`config.mk`:
```
export PLATFORM = sky130hd
export DESIGN_NAME = tmr_mc
export DESIGN_NICKNAME = d
export VERILOG_FILES = /design/src/rtl/tmr_mc.sv
export SDC_FILE = /design/constraint.sdc
export NUM_CORES = 1
export LEC_CHECK = 0
export ABC_AREA = 1
export CORE_AREA = 4 4 183 185
export CTS_CLUSTER_SIZE = 20
export DETAILED_ROUTE_END_ITERATION = 10
export DIE_AREA = 0 0 187 189
export PLACE_DENSITY = 0.51
export REMOVE_ABC_BUFFERS = 1
export SLEW_MARGIN = 20
export SYNTH_ARGS = -nofsm -noshare
export SYNTH_HDL_FRONTEND = slang
export SYNTH_SLANG_ARGS = --single-unit
```
`constraint.sdc`:
```
create_clock -name clk -period 6.8 [get_ports clk]
set_clock_uncertainty 0.05 [all_clocks]
set_input_delay 1.36 -clock clk [delete_from_list [all_inputs] [get_ports clk]]
set_output_delay 1.36 -clock clk [all_outputs]
set_load 0.01 [all_outputs]
```
`src/rtl/tmr_mc.sv`:
```
// Timer/counter with prescaler, external count input, capture and
// per-channel compare/PWM outputs behind a small word-addressed register file.
module tmr_mc #(
    parameter int tmr_w = 16,
    parameter int psc_w = 8,
    parameter int ch_n  = 4
) (
    input  logic            clk,
    input  logic            rst,
    input  logic [7:0]      addr,
    input  logic            we,
    input  logic [31:0]     wd,
    output logic [31:0]     rd,
    output logic            irq,
    input  logic            tmr_in,
    input  logic            cap_in,
    output logic [ch_n-1:0] tmr_out
);
    localparam int is_w   = ch_n + 3;
    localparam int ovf_b  = ch_n;
    localparam int cap_b  = ch_n + 1;
    localparam int covr_b = ch_n + 2;

    logic [4:0]       cr_q, cr_d;
    logic [psc_w-1:0] psc_q, psc_d, pre_q, pre_d;
    logic [tmr_w-1:0] re_q, re_d, cnt_q, cnt_d, cap_q, cap_d;
    logic [is_w-1:0]  ie_q, ie_d, is_q, is_d;
    logic [tmr_w-1:0] cmp_q [ch_n];
    logic [tmr_w-1:0] cmp_d [ch_n];
    logic [2:0]       tin_q, tin_d, cin_q, cin_d;
    logic [ch_n-1:0]  out_q, out_d;
    logic             irq_q, irq_d;

    logic [5:0]      widx;
    logic            wr_cr, wr_psc, wr_re, wr_cnt, wr_ie, wr_is;
    logic            en, t_edge, c_edge, tick, tick_eff;
    logic [is_w-1:0] set_v, clr_v;
    logic            unused_ok;

    assign unused_ok = ^{addr[1:0], wd};

    assign widx   = addr[7:2];
    assign wr_cr  = we && (widx == 6'd0);
    assign wr_psc = we && (widx == 6'd1);
    assign wr_re  = we && (widx == 6'd2);
    assign wr_cnt = we && (widx == 6'd3);
    assign wr_ie  = we && (widx == 6'd4);
    assign wr_is  = we && (widx == 6'd5);

    // sync chain: [0] first stage, [1] second stage, [2] history
    assign en     = cr_q[0];
    assign t_edge = cr_q[3] ? (tin_q[2] & ~tin_q[1]) : (tin_q[1] & ~tin_q[2]);
    assign c_edge = cr_q[4] ? (cin_q[2] & ~cin_q[1]) : (cin_q[1] & ~cin_q[2]);
    assign tick   = en && (cr_q[2] ? t_edge : (pre_q == psc_q));
    // a bus write of CNT takes precedence over the whole tick
    assign tick_eff = tick && !wr_cnt;

    always_comb begin
        cr_d  = cr_q;
        psc_d = psc_q;
        pre_d = pre_q;
        re_d  = re_q;
        cnt_d = cnt_q;
        cap_d = cap_q;
        ie_d  = ie_q;
        cmp_d = cmp_q;
        set_v = '0;
        clr_v = '0;
        tin_d = {tin_q[1], tin_q[0], tmr_in};
        cin_d = {cin_q[1], cin_q[0], cap_in};

        if (cr_q[2]) begin
            pre_d = '0;
        end else if (en) begin
            pre_d = (pre_q == psc_q) ? '0 : pre_q + 1'b1;
        end

        if (tick_eff) begin
            for (int i = 0; i < ch_n; i++) begin
                set_v[i] = (cnt_q == cmp_q[i]);
            end
            if (cnt_q == re_q) begin
                cnt_d        = '0;
                set_v[ovf_b] = 1'b1;
                if (cr_q[1]) begin
                    cr_d[0] = 1'b0;
                end
            end else begin
                cnt_d = cnt_q + 1'b1;
            end
        end

        if (c_edge) begin
            cap_d         = cnt_q;
            set_v[cap_b]  = 1'b1;
            set_v[covr_b] = is_q[cap_b];
        end

        if (wr_cr) begin
            cr_d = wd[4:0];
            if (!en && wd[0]) begin
                pre_d = '0;
            end
        end
        if (wr_psc) psc_d = wd[psc_w-1:0];
        if (wr_re)  re_d  = wd[tmr_w-1:0];
        if (wr_cnt) begin
            cnt_d = wd[tmr_w-1:0];
            pre_d = '0;
        end
        if (wr_ie) ie_d  = wd[is_w-1:0];
        if (wr_is) clr_v = wd[is_w-1:0];
        for (int i = 0; i < ch_n; i++) begin
            if (we && (widx == 6'(8 + i))) begin
                cmp_d[i] = wd[tmr_w-1:0];
            end
        end

        // hardware set beats a same-cycle clear
        is_d = (is_q & ~clr_v) | set_v;

        for (int i = 0; i < ch_n; i++) begin
            out_d[i] = en && (cnt_q < cmp_q[i]);
        end
        irq_d = |(is_q & ie_q);
    end

    always_ff @(posedge clk or posedge rst) begin
        if (rst) begin
            cr_q  <= '0;
            psc_q <= '0;
            pre_q <= '0;
            re_q  <= '1;
            cnt_q <= '0;
            cap_q <= '0;
            ie_q  <= '0;
            is_q  <= '0;
            tin_q <= '0;
            cin_q <= '0;
            out_q <= '0;
            irq_q <= 1'b0;
            for (int i = 0; i < ch_n; i++) begin
                cmp_q[i] <= '0;
            end
        end else begin
            cr_q  <= cr_d;
            psc_q <= psc_d;
            pre_q <= pre_d;
            re_q  <= re_d;
            cnt_q <= cnt_d;
            cap_q <= cap_d;
            ie_q  <= ie_d;
            is_q  <= is_d;
            tin_q <= tin_d;
            cin_q <= cin_d;
            out_q <= out_d;
            irq_q <= irq_d;
            for (int i = 0; i < ch_n; i++) begin
                cmp_q[i] <= cmp_d[i];
            end
        end
    end

    always_comb begin
        rd = '0;
        unique case (widx)
            6'd0: rd[4:0]       = cr_q;
            6'd1: rd[psc_w-1:0] = psc_q;
            6'd2: rd[tmr_w-1:0] = re_q;
            6'd3: rd[tmr_w-1:0] = cnt_q;
            6'd4: rd[is_w-1:0]  = ie_q;
            6'd5: rd[is_w-1:0]  = is_q;
            6'd6: rd[tmr_w-1:0] = cap_q;
            default: begin
                for (int i = 0; i < ch_n; i++) begin
                    if (widx == 6'(8 + i)) begin
                        rd[tmr_w-1:0] = cmp_q[i];
                    end
                end
            end
        endcase
    end

    assign tmr_out = out_q;
    assign irq     = irq_q;

endmodule

```
# After elaboration in Yosys (flattened, before gate mapping)
# Index checks and enable logic that the tools add are counted.
[totals] out_inout_bits=37 wordCells=107 inputBits=45 register_bits=158
[classes] n_mux=28 n_reduce_logical=28 bitwise_logic=12 n_addsub=2 eq_ne=16 n_lt_le_gt_ge=4
[ops] op="$mux W16" count=7
[ops] op="$eq A16 B16 Y1" count=5
[ops] op="$lt A16 B16 Y1" count=4
[ops] op="$mux W8" count=6
[ops] op="$pmux W5 S7" count=1
[ops] op="$pmux W8 S4" count=1
[ops] op="$eq A6 B4 Y1 const B" count=4
[ops] op="$eq A6 B3 Y1 const B" count=3
[ops] op="$logic_and A1 B1 Y1" count=17
[ops] op="$add A16 B1 Y16 const B" count=1
[ops] op="$and A7 B7 Y7" count=2
[ops] op="$pmux W2 S7" count=1
[ops] op="$eq A6 B2 Y1 const B" count=2
[ops] op="$add A8 B1 Y8 const B" count=1
[ops] op="$eq A8 B8 Y1" count=1
[ops] op="$mux W1" count=8
[ops] op="$reduce_bool A2 Y1" count=4
[ops] op="$mux W7" count=1
[ops] op="$not A7 Y7" count=1
[ops] op="$or A7 B7 Y7" count=1
[ops] op="$reduce_or A7 Y1" count=1
[ops] op="$eq A6 B1 Y1 const B" count=1
[ops] op="$logic_not A6 Y1" count=1
[ops] op="$mux W5" count=1
[ops] op="8 further kinds" count=15

# Logic depth before layout (Yosys ltp)
# Gate-level depths: netlist (run 1).
[depth] depth_word=8 depth_mapped=12 ltp_nobuf=11

# Worst setup path before layout (run 1)
# OpenSTA, ideal clock, no wires.
[synth_path] path_type="input-to-output" start="input addr[7]" end="output rd[12]" arrival_ns=2.330 setup_slack_ns=3.060 required_time_ns=5.390 path_stages=6 path_buffers=1 path_cell_list="nor2_2 -> nand3_1 -> buf_2 -> o22ai_1 -> a21oi_1 -> o211ai_1"
[synth_between] elab_chain_cells=6 elab_cells_between_ends=17 cone_classes="eq/ne (10); mux (5); reduce/logical (2)"
[synth_rtl] item="start: declaration" line="10" text="input logic [7:0] addr,"
[synth_rtl] item="$eq A6 B4 Y1" line="176" text="if (widx == 6'(8 + i)) begin"
[synth_rtl] item="$mux W16 (4 in a row)" line="176"
[synth_rtl] item="$pmux W8 S4 *" line="166" text="unique case (widx)"
[synth_rtl] item="end: declaration" line="13" text="output logic [31:0] rd,"
# Every way passes the cells marked *; elsewhere a longest branch is shown, timed or not.

# Worst setup path after layout (run 1)
[layout_path] start="input addr[4]" end="output rd[3]"
[layout_between] elab_chain_cells=6 elab_cells_between_ends=16 cone_classes="eq/ne (10); mux (5); reduce/logical (1)"
[layout_rtl] item="$eq A6 B4 Y1" line="176"
[layout_rtl] item="$mux W16 (4 in a row)" line="176"
[layout_rtl] item="$pmux W5 S7 *" line="166"
# Marks and branches as above.

==> qor.yml, run 1 <==
number_of_global_route_vias_before_repair: 7695
layout_worst_path_cycle_share: 0.808
final-max-slew-violation-count: 0
crit_chain: "clkdlybuf4s50_1, inv_1, nor2_1, nand2_1, o22ai_1, nor2_1, o2111ai_1, clkdlybuf4s50_1"
synth-warning-count: 0
cts_tree: "built"
fin_tns_setup_ps: 0
placementRows: 66
netlist.area_leader.share: 0.375
drt.antenna.violating_nets: 0
synth_seq_area_share: 0.419
max_stage_delay_ps: 600
cts.clk_slew.worst_paths_ps: 70
synth_common_cells: "sky130_fd_sc_hd__nand2_1, sky130_fd_sc_hd__inv_1, sky130_fd_sc_hd__dfrtp_1, sky130_fd_sc_hd__o21ai_0, sky130_fd_sc_hd__ha_1"
placed_cells: 1608
p_leak_nw: 4.89
htreeDepth: 4
wire_length_of_the_first_global_routing_pass_mm: 45.9
dieHeight_um: 189
later_pin_clock_latency_in_the_skew_report_ps: 440
report.final.hold_viol_count: 0
routed_via_density: 4.83
postSynth.asyncResetShare: 1.00
max-vdd-ir-drop_uv: 159
core_region_area_um2: 32000
cts_inserted_buffers: 17
routability_congestion_estimate: 0.882
cp_max_fo: 16
root_buffer: "sky130_fd_sc_hd__clkbuf_16"
postCtsResizedCells: 0
critPathCaptureType: "output port"
p_per_area_nw_per_um2: 331
synth.area.top_cells: "sky130_fd_sc_hd__dfrtp_1, sky130_fd_sc_hd__nand2_1, sky130_fd_sc_hd__ha_1, sky130_fd_sc_hd__inv_1, sky130_fd_sc_hd__o21ai_0"
crit_type: "in -> out"
design.portCount: 82
grt_util_all_layers: 0.166
setup_repair_after_global_routing_missed_its_margin: "no"
synth-edff-count: 0
crit_required_ps: 5390
synth_ff_type: "sky130_fd_sc_hd__dfrtp_1"
timing.max_slew.rel_slack: 0.400
run_status: "finished clean"
yosysMostFrequentCell: "sky130_fd_sc_hd__nand2_1"
first_pass_iters: 5
port-buffer-count: 47
clock_path_buffers: 2
maxCapViolations: 0
synth-seq-cells: 158
min_hold_slack_ps: 299
finalSetupViolations: 0
initial_core_utilization: 0.296
gr-total-overflow: 0
floorplan.die.width_um: 187
post_synth_instance_area_um2: 9490
drc_errors: 0
netlist_instances: 1185
drt_wl_total_mm: 28.8
stdcell_count: 1640
tightest_slew_ps: 897
area.growth.synth_to_final_pct: 14.2
largest_net_degree_at_the_start_of_global_routing: 72
place.detailed.hpwl_mm: 21.0
first_iter_violations: 575
n_antenna_cell: 0
worstPathArrival_ps: 4080
slowest_cp_cell: "sky130_fd_sc_hd__nand2_1"
fillers: 3371
hold_class: "reg -> reg"
setup.worst_path.start_class: "input pin"
layout_min_cycle_time_ps: 5490
cts.repair_timing.setup_buffer_count: 0
design.final.nets: 1330
grt_antenna_before_repair: 0
syn_area_per_cell_um2: 8.00
post-synth-top-area-cell: "sky130_fd_sc_hd__dfrtp_1"
timing.fmax_mhz: 182
drive_gt1_frac: 0.0812
route.detailed.wl_per_inst_um: 17.5
die_area_um2: 35300
cts-hold-fix-buffers: 0
routed-via-count: 7924
synth.distinct_cells: 43
clock-sinks: 158
==> per-layer routing <==
layer / vias to the layer above / global-route usage / share of wire
met5: - / 0 / 0
met4: 0 / 0.0492 / 0.021
met3: 28 / 0.0264 / 0.046
met2: 207 / 0.261 / 0.45
met1: 3747 / 0.236 / 0.49
li1: 3942 / - / -
==> critical path: cells and delay by family <==
kind | cells | cell delay, ps
AOI/OAI and AO/OA | 2 | 560
buffers and inverters | 3 | 1230
and+or+nand+nor | 3 | 920
==> per-stage QoR <==
| step | instance area (um2) | total power, W | setup WS (ps) | util |
|---|---|---|---|---|
| 6_report | 10800 | 0.00359 | 1310 | 0.338 |
| 3_3_place_gp | 10300 | 0.00261 | 1370 | 0.320 |
| 4_1_cts | 10800 | 0.00361 | 1340 | 0.338 |
| 5_1_grt | 10800 | 0.00386 | 1150 | 0.338 |
| 3_5_place_dp | 10300 | 0.00264 | 1350 | 0.320 |
| 2_1_floorplan | 9200 | 0.00216 | 1150 | - |
==> power breakdown <==
part / switching (W) / internal (W) / total [W]
Combinational: 0.000793 / 0.000478 / 0.00127
Sequential: 0.000228 / 0.00113 / 0.00136
Clock: 0.000425 / 0.000531 / 0.000956
Total: 0.00145 / 0.00214 / 0.00359
==> final timing paths <==
check,start,to,slack [ps],cells after the start
min in group asynchronous,rst,cmp_q[42],1360,2
hold / removal,cin_q[0],cin_q[1],300,0
max in group asynchronous,rst,cr_q[0],4170,3
setup reg to reg,cnt_q[12],cnt_q[15],4450,10
hold reg to reg,cin_q[0],cin_q[1],300,0
setup / recovery,addr[4],rd[3],1310,8
==> cell usage in the layout, fill, tap and decap left out, types with 12 or more instances in the layout <==
cell type                         netlist  layout
sky130_fd_sc_hd__nand2_1              288     288
sky130_fd_sc_hd__inv_1                164     163
sky130_fd_sc_hd__dfrtp_1              142     142
sky130_fd_sc_hd__o21ai_0              106     106
sky130_fd_sc_hd__ha_1                  66      66
sky130_fd_sc_hd__a21oi_1               58      58
sky130_fd_sc_hd__nand3_1               51      51
sky130_fd_sc_hd__nor2_1                51      51
sky130_fd_sc_hd__clkdlybuf4s50_1        0      47
sky130_fd_sc_hd__o22ai_1               32      32
sky130_fd_sc_hd__nand4_1               20      20
sky130_fd_sc_hd__xor2_1                19      19
sky130_fd_sc_hd__clkbuf_16              0      17
sky130_fd_sc_hd__conb_1                 1      16
sky130_fd_sc_hd__dfstp_2               16      16
sky130_fd_sc_hd__o211ai_1              13      13
sky130_fd_sc_hd__o21ai_2               12      12
==> registers in the layout, indices dropped and copies added (netlist names) <==
name	count
cmp_q	64
cap_q	16
cnt_q	16
re_q	16
pre_q	8
psc_q	8
ie_q	7
is_q	7
cr_q	5
tmr_out	4
cin_q	3
tin_q	3
irq	1
==> final cells by class <==
type,count,area [um2],area share
multi-input combinational,812,4580,0.422
sequential,158,3970,0.367
inverter,174,658,0.0607
timing repair buffer,56,538,0.0497
tap,408,510,0.0471
clock buffer,19,453,0.0418
clock inverter,13,126,0.0117
==> kinds of logic after synthesis <==
kind of cell,share of synthesized area
XOR/XNOR,0.0268
adder cells (fa/ha/maj),0.0871
flip-flops,0.419
AO/OA/AOI/OAI,0.160
other,0.000395
buffers and inverters,0.105
AND/OR/NAND/NOR,0.202
Note: power is estimated with default switching activity, not from simulation.
==> run 2: changes to the inputs <==
- clock period: 6.8 -> 5.25 ns (I/O delays scaled with it)
==> qor.yml, run 2 (synthesized netlist as in run 1, its figures left out) <==
max_stage_delay_ps: 620
dp_slack_ps: 541
initial_core_utilization: 0.296
critPathCaptureType: "output port"
mostFrequentLayoutCells: "sky130_fd_sc_hd__nand2_1, sky130_fd_sc_hd__inv_1, sky130_fd_sc_hd__dfrtp_1"
setup.reg_to_reg.worst_slack_ps: 2920
fillers: 3366
crit_end: "rd[1]"
max_ffs_per_register: 64
route.detailed.wl_per_inst_um: 17.6
dieHeight_um: 189
clock-sinks: 158
finalSetupViolations: 0
cts_inserted_buffers: 17
core_region_area_um2: 32000
final-max-slew-violation-count: 0
number_of_global_route_vias_before_repair: 7663
slowest_cp_cell: "sky130_fd_sc_hd__clkdlybuf4s50_1"
grt_antenna_before_repair: 0
drt.antenna.violating_nets: 0
area.growth.synth_to_final_pct: 14.9
setup.worst_path.start_class: "input pin"
report.final.hold_viol_count: 0
crit_chain: "clkdlybuf4s50_1, inv_1, nand2_1, nor2_2, nand2_1, buf_4, nor2_1, a211oi_1, nand3_1, clkdlybuf4s50_1"
n_antenna_cell: 0
place.detailed.hpwl_mm: 21.0
design.final.nets: 1334
first_iter_violations: 672
pwr-share-clk: 0.275
timing.fmax_mhz: 212
routed-via-count: 7898
maxCapViolations: 0
cts.clk_slew.worst_paths_ps: 70
cp_max_fo: 12
final_design_area_no_fill_um2: 10900
cts-hold-fix-buffers: 0
largest-register: "cmp_q"
critical_path.reg2reg.startpoint: "cnt_q[12]"
p_int_w: 0.00281
power_switching_w: 0.00188
floorplan.die.width_um: 187
first_pass_iters: 5
gr-total-overflow: 0
port-buffer-count: 47
cts_tree: "built"
share_seq_of_total_power: 0.376
design.portCount: 82
htreeDepth: 4
later_pin_clock_latency_in_the_skew_report_ps: 440
wire_length_of_the_first_global_routing_pass_mm: 45.5
largest_net_degree_at_the_start_of_global_routing: 102
placementRows: 66
timing.max_slew.rel_slack: 0.374
root_buffer: "sky130_fd_sc_hd__clkbuf_16"
fin_tns_setup_ps: 0
layout_min_cycle_time_ps: 4720
postLayoutCoreUtil: 0.340
crit-reg2reg-capture: "cnt_q[3]"
worstPathArrival_ps: 3620
p_leak_nw: 4.92
run_status: "finished clean"
p_per_area_nw_per_um2: 431
power.share.switching: 0.401
cts.repair_timing.setup_buffer_count: 0
layout_worst_path_cycle_share: 0.898
grt_util_all_layers: 0.165
least_setup_slack_across_all_paths_after_layout_ps: 535
die_area_um2: 35300
crit_type: "in -> out"
crit_required_ps: 4150
r2r.worst_path.cells: 8
drt_wl_total_mm: 28.9
drive_gt1_frac: 0.0833
placement.cell_area_um2: 10300
most_common_cell_after_layout_fill_and_taps_aside: "sky130_fd_sc_hd__nand2_1"
part_of_the_total_power_dissipated_in_combinational_logic: 0.349
clock_path_buffers: 2
postCtsResizedCells: 0
setup_repair_after_global_routing_missed_its_margin: "no"
crit_path_start: "addr[2]"
drc_errors: 0
report.power.total_w: 0.00469
max-vdd-ir-drop_uv: 224
tightest_slew_ps: 939
routed_via_density: 4.80
hold_class: "reg -> reg"
routability_congestion_estimate: 0.895
[run 2: cell count changes in the layout (fill, tap and decap cells not counted), sizes merged]
cell,before,now
buf,9,13
bufinv,1,2
clkbuf,19,18
clkinv,5,2
clkinvlp,1,0
inv,180,184
[run 2: power by group through the flow]
stage / clock network (W) / logic, W / registers, W
3_5_place_dp: 0 / 0.00164 / 0.00178
2_1_floorplan: 0 / 0.00110 / 0.00169
5_1_grt: 0.00137 / 0.00188 / 0.00180
6_report: 0.00129 / 0.00164 / 0.00176
4_1_cts: 0.00131 / 0.00164 / 0.00176
3_3_place_gp: 0 / 0.00161 / 0.00178
[run 2: worst min-delay path by stage]
| stage | start | to | cells after the start |
|---|---|---|---|
| after floorplan | cin_q[0] | cin_q[1] | 0 |
| after global placement | tin_q[0] | tin_q[1] | 0 |
| after detailed placement | cin_q[0] | cin_q[1] | 0 |
| after CTS | cin_q[0] | cin_q[1] | 0 |
| after global routing | tin_q[0] | tin_q[1] | 0 |
| final | cin_q[0] | cin_q[1] | 0 |
[run 2: metrics by stage]
stage	hold WS, ps	cells
6_report	299	1644
2_1_floorplan	281	1144
5_1_grt	322	1644
3_5_place_dp	285	1612
3_3_place_gp	283	1612
4_1_cts	301	1644
[run 2: final cells by class]
cell class,instances,area (um2),area share
well taps,408,510,0.0469
multi-input cells,812,4580,0.420
clock buffers,18,429,0.0394
clock inverters,14,166,0.0153
inverters,174,658,0.0604
repair buffers,60,581,0.0533
flip-flops and latches,158,3970,0.365
[run 2: per-layer routing]
metal	routed length, um	track usage
met5	0	0
met2	12900	0.257
met3	1380	0.0271
met4	519	0.0492
met1	14000	0.237
[run 2: critical path: cells and delay by family]
| kind | cells | cell delay, ps |
|---|---|---|
| buffers and inverters | 4 | 1430 |
| AO/OA/AOI/OAI | 1 | 250 |
| AND/OR/NAND/NOR | 5 | 880 |
